`config.mk`:
```
export PLATFORM = sky130hd
export DESIGN_NAME = icache_refill_ctrl
export DESIGN_NICKNAME = d
export VERILOG_FILES = /design/src/rtl/icache_pkg.sv /design/src/rtl/icache_victim_sel.sv /design/src/rtl/icache_refill_ctrl.sv
export SDC_FILE = /design/constraint.sdc
export NUM_CORES = 1
export LEC_CHECK = 0
export ABC_AREA = 1
export BUFFER_PORTS_ARGS = -buffer_cell sky130_fd_sc_hd__buf_2
export CAP_MARGIN = 40
export CORE_MARGIN = 3
export CORE_UTILIZATION = 41
export DETAILED_ROUTE_END_ITERATION = 10
export PLACE_DENSITY = 0.9
export SLEW_MARGIN = 10
export SYNTH_ARGS = -nofsm -noshare
export SYNTH_HDL_FRONTEND = slang
export SYNTH_SLANG_ARGS = --single-unit
export TNS_END_PERCENT = 30
```
`constraint.sdc`:
```
create_clock -name clk -period 1.9 [get_ports clk]
set_input_delay 0.19 -clock clk [delete_from_list [all_inputs] [get_ports clk]]
set_output_delay 0.19 -clock clk [all_outputs]
set_load 0.005 [all_outputs]
```
`src/rtl/icache_pkg.sv`:
```
// Shared instruction-cache parameters, status-word layout, FSM encodings and NRU helper.
// Imported by the refill controller, the victim selector and the lookup stages.
package icache_pkg;

    localparam int unsigned SET_BITS_WIDTH  = 4;
    localparam int unsigned TAG_WIDTH       = 8;
    localparam int unsigned NUM_WAYS        = 4;
    localparam int unsigned WORD_WIDTH      = 32;
    localparam int unsigned WORDS_PER_LINE  = 4;

    localparam int unsigned WAY_IDX_WIDTH   = $clog2(NUM_WAYS);
    localparam int unsigned WORD_IDX_WIDTH  = $clog2(WORDS_PER_LINE);
    localparam int unsigned TA_WIDTH        = TAG_WIDTH * NUM_WAYS;
    localparam int unsigned SA_WIDTH        = 2 * NUM_WAYS;
    localparam int unsigned LINE_ADDR_WIDTH = TAG_WIDTH + SET_BITS_WIDTH;

    // Bit offsets inside each way's 2-bit status field
    localparam int unsigned SA_VALID_BIT  = 1;
    localparam int unsigned SA_RECENT_BIT = 0;

    typedef enum logic [2:0] {
        StIdle,
        StReq,
        StFill,
        StUpdate,
        StDone
    } refill_state_e;

    // Mark a way valid+recent; once every way is recent, only the touched way keeps its bit.
    function automatic logic [SA_WIDTH-1:0] nru_touch(input logic [SA_WIDTH-1:0]      sa,
                                                      input logic [WAY_IDX_WIDTH-1:0] way);
        logic [SA_WIDTH-1:0] ns;
        logic                all_recent;
        ns = sa;
        ns[2*int'(way) + SA_VALID_BIT]  = 1'b1;
        ns[2*int'(way) + SA_RECENT_BIT] = 1'b1;
        all_recent = 1'b1;
        for (int w = 0; w < NUM_WAYS; w++) begin
            all_recent = all_recent & ns[2*w + SA_RECENT_BIT];
        end
        if (all_recent) begin
            for (int w = 0; w < NUM_WAYS; w++) begin
                if (w != int'(way)) begin
                    ns[2*w + SA_RECENT_BIT] = 1'b0;
                end
            end
        end
        return ns;
    endfunction

endpackage

```
`src/rtl/icache_victim_sel.sv`:
```
// NRU victim selection: first invalid way, else first non-recent way, else way 0.
// Also returns the status word after touching the chosen way.
module icache_victim_sel
    import icache_pkg::*;
(
    input  logic [SA_WIDTH-1:0]      sa_data,
    output logic [WAY_IDX_WIDTH-1:0] victim,
    output logic [SA_WIDTH-1:0]      new_sa_data
);

    logic found;

    always_comb begin
        victim = '0;
        found  = 1'b0;
        for (int w = 0; w < NUM_WAYS; w++) begin
            if (!found && !sa_data[2*w + SA_VALID_BIT]) begin
                victim = WAY_IDX_WIDTH'(w);
                found  = 1'b1;
            end
        end
        for (int w = 0; w < NUM_WAYS; w++) begin
            if (!found && !sa_data[2*w + SA_RECENT_BIT]) begin
                victim = WAY_IDX_WIDTH'(w);
                found  = 1'b1;
            end
        end
        new_sa_data = nru_touch(sa_data, victim);
    end

endmodule

```
`src/rtl/icache_refill_ctrl.sv`:
```
// Instruction-cache miss handler: picks an NRU victim, fetches the line over valid/ready and
// writes the data, tag and status arrays.
module icache_refill_ctrl
    import icache_pkg::*;
(
    input  logic                        clk,
    input  logic                        arst_n,
    input  logic                        i_halt,

    input  logic                        i_miss_valid,
    output logic                        o_miss_ready,
    input  logic [SET_BITS_WIDTH-1:0]   i_miss_set_addr,
    input  logic [TAG_WIDTH-1:0]        i_miss_tag,
    input  logic [SA_WIDTH-1:0]         i_miss_sa_data,

    output logic                        o_mem_req_valid,
    input  logic                        i_mem_req_ready,
    output logic [LINE_ADDR_WIDTH-1:0]  o_mem_req_addr,

    input  logic                        i_mem_rsp_valid,
    output logic                        o_mem_rsp_ready,
    input  logic [WORD_WIDTH-1:0]       i_mem_rsp_data,

    output logic                        o_w_da_valid,
    output logic [SET_BITS_WIDTH-1:0]   o_w_da_set_addr,
    output logic [WAY_IDX_WIDTH-1:0]    o_w_da_way,
    output logic [WORD_IDX_WIDTH-1:0]   o_w_da_word,
    output logic [WORD_WIDTH-1:0]       o_w_da_data,

    output logic                        o_w_ta_valid,
    output logic [SET_BITS_WIDTH-1:0]   o_w_ta_set_addr,
    output logic [TA_WIDTH-1:0]         o_w_ta_data,
    output logic [NUM_WAYS-1:0]         o_w_ta_mask,

    output logic                        o_w_sa_valid,
    output logic [SET_BITS_WIDTH-1:0]   o_w_sa_set_addr,
    output logic [SA_WIDTH-1:0]         o_w_sa_data,
    output logic [NUM_WAYS-1:0]         o_w_sa_mask,

    output logic                        o_miss_state,
    output logic                        o_refill_done,
    output logic [WAY_IDX_WIDTH-1:0]    o_refill_way
);

    localparam logic [WORD_IDX_WIDTH-1:0] LastBeat = WORD_IDX_WIDTH'(WORDS_PER_LINE - 1);

    refill_state_e               state_q, state_d;
    logic [SET_BITS_WIDTH-1:0]   set_q, set_d;
    logic [TAG_WIDTH-1:0]        tag_q, tag_d;
    logic [WAY_IDX_WIDTH-1:0]    victim_q, victim_d;
    logic [SA_WIDTH-1:0]         new_sa_q, new_sa_d;
    logic [WORD_IDX_WIDTH-1:0]   beat_q, beat_d;

    logic [WAY_IDX_WIDTH-1:0]    sel_victim;
    logic [SA_WIDTH-1:0]         sel_new_sa;

    icache_victim_sel u_victim_sel (
        .sa_data     (i_miss_sa_data),
        .victim      (sel_victim),
        .new_sa_data (sel_new_sa)
    );

    always_ff @(posedge clk or negedge arst_n) begin
        if (!arst_n) begin
            state_q  <= StIdle;
            set_q    <= '0;
            tag_q    <= '0;
            victim_q <= '0;
            new_sa_q <= '0;
            beat_q   <= '0;
        end else begin
            state_q  <= state_d;
            set_q    <= set_d;
            tag_q    <= tag_d;
            victim_q <= victim_d;
            new_sa_q <= new_sa_d;
            beat_q   <= beat_d;
        end
    end

    assign o_miss_state    = (state_q != StIdle);
    assign o_mem_req_addr  = {tag_q, set_q};
    assign o_w_da_set_addr = set_q;
    assign o_w_ta_set_addr = set_q;
    assign o_w_sa_set_addr = set_q;
    assign o_w_ta_data     = {NUM_WAYS{tag_q}};
    assign o_w_sa_data     = new_sa_q;

    always_comb begin
        state_d         = state_q;
        set_d           = set_q;
        tag_d           = tag_q;
        victim_d        = victim_q;
        new_sa_d        = new_sa_q;
        beat_d          = beat_q;
        o_miss_ready    = 1'b0;
        o_mem_req_valid = 1'b0;
        o_mem_rsp_ready = 1'b0;
        o_w_da_valid    = 1'b0;
        o_w_da_way      = '0;
        o_w_da_word     = '0;
        o_w_da_data     = '0;
        o_w_ta_valid    = 1'b0;
        o_w_ta_mask     = '0;
        o_w_sa_valid    = 1'b0;
        o_w_sa_mask     = '0;
        o_refill_done   = 1'b0;
        o_refill_way    = '0;

        unique case (state_q)
            StIdle: begin
                o_miss_ready = !i_halt;
                if (i_miss_valid && !i_halt) begin
                    set_d    = i_miss_set_addr;
                    tag_d    = i_miss_tag;
                    victim_d = sel_victim;
                    new_sa_d = sel_new_sa;
                    state_d  = StReq;
                end
            end
            StReq: begin
                // Valid stays up through halt, so an accepted request must not be re-issued.
                o_mem_req_valid = 1'b1;
                if (i_mem_req_ready) begin
                    state_d = StFill;
                end
            end
            StFill: begin
                o_mem_rsp_ready = !i_halt;
                if (!i_halt && i_mem_rsp_valid) begin
                    o_w_da_valid = 1'b1;
                    o_w_da_way   = victim_q;
                    o_w_da_word  = beat_q;
                    o_w_da_data  = i_mem_rsp_data;
                    beat_d       = beat_q + 1'b1;
                    if (beat_q == LastBeat) begin
                        state_d = StUpdate;
                    end
                end
            end
            StUpdate: begin
                if (!i_halt) begin
                    o_w_ta_valid = 1'b1;
                    o_w_ta_mask  = NUM_WAYS'(1) << victim_q;
                    o_w_sa_valid = 1'b1;
                    o_w_sa_mask  = '1;
                    state_d      = StDone;
                end
            end
            StDone: begin
                if (!i_halt) begin
                    o_refill_done = 1'b1;
                    o_refill_way  = victim_q;
                    state_d       = StIdle;
                end
            end
            default: state_d = StIdle;
        endcase
    end

endmodule

```
; ---- Yosys cells after proc, flatten, opt, wreduce, memory -nomap -nowiden
; Cells that the tools add are included.
[word_totals]
regBits = 27
inputBits = 58
out_inout_bits = 118
[op_classes]
shifts = 1
n_reduce_logical = 31
muxes = 53
bitwise_logic = 5
addsub = 2
order_cmp = 4
n_eq_ne = 14
[op_table]
columns = operator, count
row1 = $mux W32, 2
row2 = $ge A32 B1 Y1 const B, 1
row3 = $lt A32 B4 Y1 const B, 1
row4 = $mux W1, 26
row5 = $mux W2, 12
row6 = $mux W3, 6
row7 = $mux W4, 4
row8 = $pmux W3 S5, 1
row9 = $logic_not A1 Y1, 14
row10 = $ne A2 B2 Y1 const B, 6
row11 = $logic_and A1 B1 Y1, 11
row12 = $or A8 B7 Y8, 1
row13 = $or A8 B8 Y8, 1
row14 = $eq A3 B2 Y1 const B, 2
row15 = $reduce_and A6 Y1, 1
row16 = $add A3 B1 Y4 const B, 1
row17 = $lt A3 B4 Y1 const B, 1
row18 = $ne A2 B2 Y1 const A, 2
row19 = $reduce_and A2 Y1, 2
row20 = $shl A1 B2 Y4 const A, 1
row21 = $and A1 B1 Y1, 3
row22 = $demux W1 S3, 1
row23 = $eq A3 B1 Y1 const B, 1
row24 = $eq A3 B3 Y1 const B, 1
row25 = 8 further kinds, 8

; ---- Logic depth before layout (Yosys ltp)
; Gate-level depths: netlist (run 1).
[logic_depth]
ltp_word = 32
depth_mapped = 12

; ---- Hierarchy
; Synthesis (run 1) repeated with hierarchy kept, for this count alone.
[unflattened]
hier_cells = 339
area_unflattened_um2 = 2273.4
[modules_own_cells]
columns = mod, seq_area_each_um2, cells_per_inst, area_each_um2, instances
row1 = icache_refill_ctrl, 675.6, 282, 1944.4, 1
row2 = icache_victim_sel, 0.0, 57, 329.1, 1

; ---- Worst setup path before layout (run 1)
; No wires, ideal clock.
[synth_timing]
path_type = reg2out
startpoint = register state_q[2]
endpoint = output o_w_ta_mask[0]
arrival_time_ns = 1.258
t_required_ns = 1.710
slack_ns = 0.452
n_path_buf = 0
path_stages_with_launch = 6
path_cell_list = dfrtp_1 nor3_1 inv_1 nor2_1 inv_1 nor3_1
[synth_via]
elab_chain_cells = 2
[synth_lines]
columns = item, line
row1 = "start, declared", icache_refill_ctrl.sv:47  ; refill_state_e state_q, state_d;
row2 = "start signal, assigned", icache_refill_ctrl.sv:65  ; state_q <= StIdle;
row3 = "start signal, assigned", icache_refill_ctrl.sv:72  ; state_q <= state_d;
row4 = $eq A3 B2 Y1, icache_refill_ctrl.sv:110  ; unique case (state_q)
row5 = $mux W4, icache_refill_ctrl.sv:110
row6 = "end, declared", icache_refill_ctrl.sv:33  ; output logic [NUM_WAYS-1:0] o_w_ta_mask,
; Every way passes these cells.

; ---- Worst setup path after layout (run 1)
[layout_timing]
startpoint = register state_q[1]
endpoint = output o_w_ta_mask[0]
; Same word-level chain as after synthesis.

==> results.md, run 1 <==
* Num Clock Sinks at 27
* Worst path top cell family by delay: simple AND/OR/NAND/NOR gates
* Number of diodes at 0
* Height of the chip at 75.9 um
* Kind of end point of the critical path: output port
* All-Layer GR Usage at 0.194
* Number of instances in the synthesized netlist at 309
* Static leakage at 1.64 nW
* Count of pins on the block boundary at 176
* Data required time at the worst endpoint at 1.71 ns
* Clock transition at path regs at 0.10 ns
* Total via count in the routed design at 2236
* Fin. Hold Viols at 0
* Crit-path most repeated cell: sky130_fd_sc_hd__inv_1
* Vias/cell at 4.49
* Number of port buffers at 175
* Unrepaired setup endpoints after global routing: yes
* Relative slew slack at 0.592
* Die Wd at 75.9 um
* Wire length of the first global-routing pass at 9490 um
* Count of endpoints failing setup in the final report at 0
* Arr. time, crit path at 1.57 ns
* Final Slew Violations at 0
* Number of violations of the max-capacitance limit at 0
* Largest net degree at the start of global routing at 35
* Gr ovfl total at 0
* Final total negative setup slack at 0 ns
* Leading cell type in the layout, fill and taps excluded: sky130_fd_sc_hd__buf_2
* Area of the mapped netlist at 0.00200 sq mm
* Vias in the first global route at 2018
* Worst-path cell with the longest stage delay: sky130_fd_sc_hd__dfrtp_1
* Finished layout cell area at 0.00265 sq mm
* Count of TritonRoute iterations in the first routing pass at 4
* Weighted congestion reported at the end of routability-driven placement at 0.839
* H-tree levels at 1
* Initial Util at 0.442
* Average cell area after synthesis at 6.49 sq um
* Total Power at 0.00307 W
* Layout Skew at 0.00943 ns
* Initial antenna violation count at 0
* Worst Max-Slew Pin Slew at 0.611 ns
* Die area at 0.00576 sq mm
* Clock network latency to the later pin of the worst-skew pair at 0.28 ns
* Sort of element at the start of the critical path: flop
* Instance area after placement at 0.00258 sq mm
* Kind of path behind the tightest hold check: primary input to flop
* TritonCTS clock tree: built
* Flop and latch count out of synthesis at 27
* ANT nets after route at 0
* Cell-by-cell trace of the critical path: inv_1, nor3_1, inv_1, nor2_1, inv_1, nor3_1, buf_2
* Total placed cells including tap cells at 493
* Critical path buffer and inverter count at 4
* Number of buffers created by CTS at 3
* Post-Synthesis Net Count at 368
* Final worst path period need at 1.76 ns
* Sequential share of the synthesized area at 0.337
* Status: finished, final reports clean
* Power density over the cells at 1160 mW/mm^2
* Top library cells by usage in the layout, fill and taps aside: 175 x sky130_fd_sc_hd__buf_2, 103 x sky130_fd_sc_hd__nand2_1, 56 x sky130_fd_sc_hd__nor2_1, 27 x sky130_fd_sc_hd__dfrtp_1, 18 x sky130_fd_sc_hd__inv_1
* Buffer levels on the longest clock path at 2
* Postcts setup bufs at 0
* Wire length reported by the detailed router at 5970 um
* Synthesis warning total at 0
* Max IR drop VDD at 0.000458 V
* Final core area utilization at 0.583
* Final critical-path share of the clock period at 0.929
* CP max stage delay at 0.40 ns
* Root buffer cell: sky130_fd_sc_hd__clkbuf_8
* F_max at 567 MHz
* Fraction of final layout cells sized beyond drive strength 1 at 0.448
* Std-Cell Core Area at 0.00453 sq mm
* Starting DRC count in detailed routing at 74
* Post-synth cell types at 20
* Std-Cell Rows at 24
* Non-filler instance count after layout at 498
* Layout area overhead at 32.0%
* HPWL reported at the end of detailed placement at 4880 um
* Crit Path Class: flop to output port
* Fin nets at 493
* DRC Markers at 0
* Peak fanout along the critical path at 4
* Wire per inst at 12.0 um
-- area by class of cell --
type                            instances  area (sq um)
Sequential cell                        27           676
Clock buffer                            3          41.3
Fill cell                             434          1890
Clock inverter                          1          5.00
Inverter                               20          75.1
Timing Repair Buffer                  180           920
Multi-Input combinational cell        202           847
Tap cell                               65          81.3
-- power breakdown --
part | switching (W) | internal (W) | leakage [nW]
clock network | 0.000190 | 0.000147 | 0.0255
registers | 0.000229 | 0.000836 | 0.329
logic | 0.000899 | 0.000764 | 1.29
-- final timing paths --
path | slack (ns) | cells past startpoint | start | end
worst max-delay path | 0.14 | 7 | state_q[1]$_DFFE_PN0P_ | o_w_ta_mask[0]
worst min-delay path | 0.10 | 3 | i_miss_tag[5] | tag_q[5]$_DFFE_PN0P_
worst max register to register | 0.35 | 8 | state_q[2]$_DFFE_PN0P_ | o_w_sa_data[4]$_DFFE_PN0P_
worst min register to register | 0.47 | 1 | o_w_sa_data[1]$_DFFE_PN0P_ | o_w_sa_data[1]$_DFFE_PN0P_
max in group asynchronous | 1.01 | 2 | arst_n | state_q[2]$_DFFE_PN0P_
min in group asynchronous | 0.48 | 2 | arst_n | tag_q[6]$_DFFE_PN0P_
-- synthesized netlist by cell type --
cell	instances	area (sq um)
sky130_fd_sc_hd__a21oi_1	6	30.0
sky130_fd_sc_hd__a31oi_1	1	6.26
sky130_fd_sc_hd__buf_2	4	20.0
sky130_fd_sc_hd__buf_4	49	368
sky130_fd_sc_hd__clkbuf_1	7	26.3
sky130_fd_sc_hd__dfrtp_1	27	676
sky130_fd_sc_hd__ha_1	1	12.5
sky130_fd_sc_hd__inv_1	18	67.6
sky130_fd_sc_hd__inv_2	2	7.51
sky130_fd_sc_hd__nand2_1	103	387
sky130_fd_sc_hd__nand2_2	3	18.8
sky130_fd_sc_hd__nand3_1	8	40.0
sky130_fd_sc_hd__nand3_2	1	10.0
sky130_fd_sc_hd__nand3b_1	1	7.51
sky130_fd_sc_hd__nor2_1	57	214
sky130_fd_sc_hd__nor2_2	4	25.0
sky130_fd_sc_hd__nor3_1	8	40.0
sky130_fd_sc_hd__o21ai_0	6	30.0
sky130_fd_sc_hd__o22ai_1	2	12.5
sky130_fd_sc_hd__or2_1	1	6.26
-- state kept, by name, indices dropped and copies added, names as in the netlist --
name	count
o_w_da_set_addr	4
tag_q	8
o_w_sa_data	8
beat_q	2
victim_q	2
state_q	3
-- worst reg2reg max path, delay by kind of cell, from the launching register on --
family          cells  cell delay [ns]
buf+inv             1             0.21
flops               1             0.42
simple gates        6             0.70
compound gates      1             0.17
-- repair_timing --
item | CTS | global route
endpoints found under the setup margin | 0 | 3
hold buffers | 1 | 0
resized for setup | 0 | 3
endpoints found under the hold margin | 27 | 0
-- per-layer routing --
| metal | vias to the layer above | wire length, um | track usage |
|---|---|---|---|
| met3 | 14 | 358 | 0.0190 |
| met4 | 0 | 133 | 0.0833 |
| met5 | - | 0 | 0 |
| li1 | 1136 | - | - |
| met2 | 95 | 3130 | 0.352 |
| met1 | 991 | 2350 | 0.233 |
-- metrics by stage --
| stage | hold WS, ns | setup slack, ns |
|---|---|---|
| 6_report | 0.101 | 0.135 |
| 5_1_grt | 0.103 | -0.0224 |
| 4_1_cts | 0.0989 | 0.0940 |
| 3_5_place_dp | 0.232 | 0.362 |
| 3_3_place_gp | 0.226 | 0.416 |
| 2_1_floorplan | -0.106 | 0.452 |
-- cells by family after synthesis --
| kind of cell | count (synthesis) | synth area share |
|---|---|---|
| simple gates | 186 | 0.373 |
| buf+inv | 80 | 0.244 |
| flops | 27 | 0.337 |
| compound gates | 15 | 0.0393 |
| fa+ha+maj | 1 | 0.00624 |
No activity file was read; power rests on OpenSTA's default activity.
==> run 2: changes to the inputs <==
- CORE_UTILIZATION: 41 -> 35
- PLACE_DENSITY: 0.9 -> 0.82
- clock period: 1.9 -> 1.6 ns (I/O delays scaled with it)
==> results.md, run 2 (synthesis results as in run 1) <==
* Relative slew slack at 0.602 (+0.00973)
* CP max stage delay at 0.41 ns (about the same)
* Number of port buffers at 175 (unchanged)
* Number of violations of the max-capacitance limit at 0 (unchanged)
* Worst-path cell with the longest stage delay: sky130_fd_sc_hd__dfrtp_1
* Fraction of final layout cells sized beyond drive strength 1 at 0.537 (+0.0894)
* Kind of end point of the critical path: output port
* Clock transition at path regs at 0.09 ns (about the same)
* Die Wd at 81.7 um (+7.6%)
* Instance area after placement at 0.00262 sq mm (+1.8%)
* Kind of path behind the tightest hold check: primary input to flop
* Fin. Hold Viols at 0 (unchanged)
* Total via count in the routed design at 2275 (+1.7%)
* Wire length of the first global-routing pass at 9250 um (-2.6%)
* Clock network latency to the later pin of the worst-skew pair at 0.27 ns (about the same)
* Worst Max-Slew Pin Slew at 0.597 ns (-0.0146 ns)
* Top library cells by usage in the layout, fill and taps aside: 174 x sky130_fd_sc_hd__buf_2, 102 x sky130_fd_sc_hd__nand2_1, 34 x sky130_fd_sc_hd__nor2_1, 27 x sky130_fd_sc_hd__dfrtp_1, 22 x sky130_fd_sc_hd__nor2_2
* Number of diodes at 0 (unchanged)
* Worst setup margin at -0.0478 ns (-0.183 ns)
* Count of endpoints failing setup in the final report at 23 (+23)
* ANT nets after route at 0 (unchanged)
* Final worst path period need at 1.65 ns
* Num Clock Sinks at 27 (unchanged)
* TritonCTS clock tree: built
* Root buffer cell: sky130_fd_sc_hd__clkbuf_8
* Wire length reported by the detailed router at 6460 um (+8.3%)
* Final core area utilization at 0.542 (-0.0409)
* Fin nets at 501 (+1.6%)
* Non-filler instance count after layout at 511 (+2.6%)
* Number of buffers created by CTS at 3 (unchanged)
* Std-Cell Core Area at 0.00534 sq mm (+18%)
* Max IR drop VDD at 0.000582 V (+27%)
* Peak fanout along the critical path at 17 (+13)
* Die area at 0.00667 sq mm (+16%)
* Gr ovfl total at 0 (unchanged)
* Power density over the cells at 1390 mW/mm^2 (+20%)
* Initial Util at 0.376 (-0.0663)
* Data required time at the worst endpoint at 1.44 ns (-0.27 ns)
* Largest net degree at the start of global routing at 35 (unchanged)
* Cell-by-cell trace of the critical path: buf_6, nor2_4, nand2_4, buf_12, nor2_2, buf_2
* Unrepaired setup endpoints after global routing: yes
* Initial antenna violation count at 0 (unchanged)
* Finished layout cell area at 0.00289 sq mm (+9.4%)
* Layout Skew at 0.00341 ns (-0.00602 ns)
* F_max at 607 MHz
* Crit Path Class: flop to output port
* Arr. time, crit path at 1.49 ns (-0.08 ns)
* Wire per inst at 12.6 um (+5.5%)
* Violated checks: negative setup slack
* Total Power at 0.00402 W (+31%)
* Final Slew Violations at 0 (unchanged)
* Critical path buffer and inverter count at 3 (-1)
* Static leakage at 1.71 nW (+4.3%)
* Buffer levels on the longest clock path at 2 (unchanged)
* DRC Markers at 0 (unchanged)
* Count of TritonRoute iterations in the first routing pass at 4 (unchanged)
* Vias/cell at 4.45 (-0.84%)
* Sort of element at the start of the critical path: flop
* Worst path top cell family by delay: buffers and inverters
* Vias in the first global route at 1921 (-4.8%)
* All-Layer GR Usage at 0.177 (-0.0169)
* Std-Cell Rows at 26 (+8.3%)
* Layout area overhead at 44.4%
* Total placed cells including tap cells at 500 (+1.4%)
* Status: finished with violations
* Weighted congestion reported at the end of routability-driven placement at 0.901 (+7.4%)
* Height of the chip at 81.7 um (+7.6%)
* Starting DRC count in detailed routing at 46 (-38%)
* H-tree levels at 1 (unchanged)
* Count of pins on the block boundary at 176 (unchanged)
* Leading cell type in the layout, fill and taps excluded: sky130_fd_sc_hd__buf_2
* Final critical-path share of the clock period at 1.03
* HPWL reported at the end of detailed placement at 4960 um (+1.5%)
[run 2: cell count changes in the layout (fill, tap and decap cells not counted), moves of 4 or more]
cell	previous run	this run
sky130_fd_sc_hd__nor3_2	0	6
sky130_fd_sc_hd__nor2_1	56	34
sky130_fd_sc_hd__inv_2	2	6
sky130_fd_sc_hd__inv_1	18	13
sky130_fd_sc_hd__nor2_2	4	22
sky130_fd_sc_hd__nor2_4	1	5
sky130_fd_sc_hd__nor3_1	8	1
[run 2: stage by stage]
| stage | TNS (ns) | hold slack (ns) | setup slack (ns) |
|---|---|---|---|
| final | -0.379 | 0.0806 | -0.0478 |
| after global routing | -4.18 | 0.0701 | -0.128 |
| after CTS | -0.189 | 0.0741 | -0.0366 |
| after detailed placement | 0 | 0.210 | 0.0871 |
| after global placement | 0 | 0.202 | 0.198 |
| after floorplan | 0 | -0.136 | 0.182 |
[run 2: area by class of cell]
class	count	area, sq um
fill	540	2440
timing repair buffer	188	1040
multi-input combinational	202	971
sequential	27	676
tap	70	87.6
inverter	20	77.6
clock buffer	3	41.3
clock inverter	1	5.00
[run 2: power breakdown]
part           switching (W)  leakage, nW  internal (W)
registers           0.000292        0.329      0.000993
logic                0.00125         1.36       0.00111
clock network       0.000203       0.0255      0.000174
total                0.00174         1.71       0.00228
[run 2: repair_timing]
action | CTS | global route
hold endpoints to repair | 27 | 0
pin swaps | 3 | 4
buffers inserted | 3 | 2
gates cloned | 0 | 1
endpoints found under the setup margin | 45 | 59
gates resized for setup | 14 | 35
hold buffers | 1 | 0
[run 2: worst register-to-register path, delay by kind of cell, from the launching register on]
| family | cells | cell delay [ns] |
|---|---|---|
| buf+inv | 2 | 0.34 |
| simple gates | 6 | 0.59 |
| compound gates | 1 | 0.14 |
| flops | 1 | 0.41 |
[run 2: path summary, 6_finish.rpt]
path,slack (ns),startpoint,cells after the start,to
hold / removal,0.08,i_miss_tag[1],3,tag_q[1]$_DFFE_PN0P_
hold reg to reg,0.48,o_w_sa_data[1]$_DFFE_PN0P_,1,o_w_sa_data[1]$_DFFE_PN0P_
setup reg to reg,0.08,state_q[0]$_DFFE_PN0P_,9,o_w_sa_data[4]$_DFFE_PN0P_
min in group asynchronous,0.42,arst_n,2,victim_q[0]$_DFFE_PN0P_
max in group asynchronous,0.79,arst_n,2,o_w_da_set_addr[0]$_DFFE_PN0P_
setup / recovery,-0.05,state_q[0]$_DFFE_PN0P_,6,o_w_da_data[23]
[run 2: layer usage]
layer | global-route usage | part of all wire
met1 | 0.224 | 0.40
met2 | 0.315 | 0.53
met3 | 0.0340 | 0.062
met4 | 0.0349 | 0.0091
met5 | 0 | 0
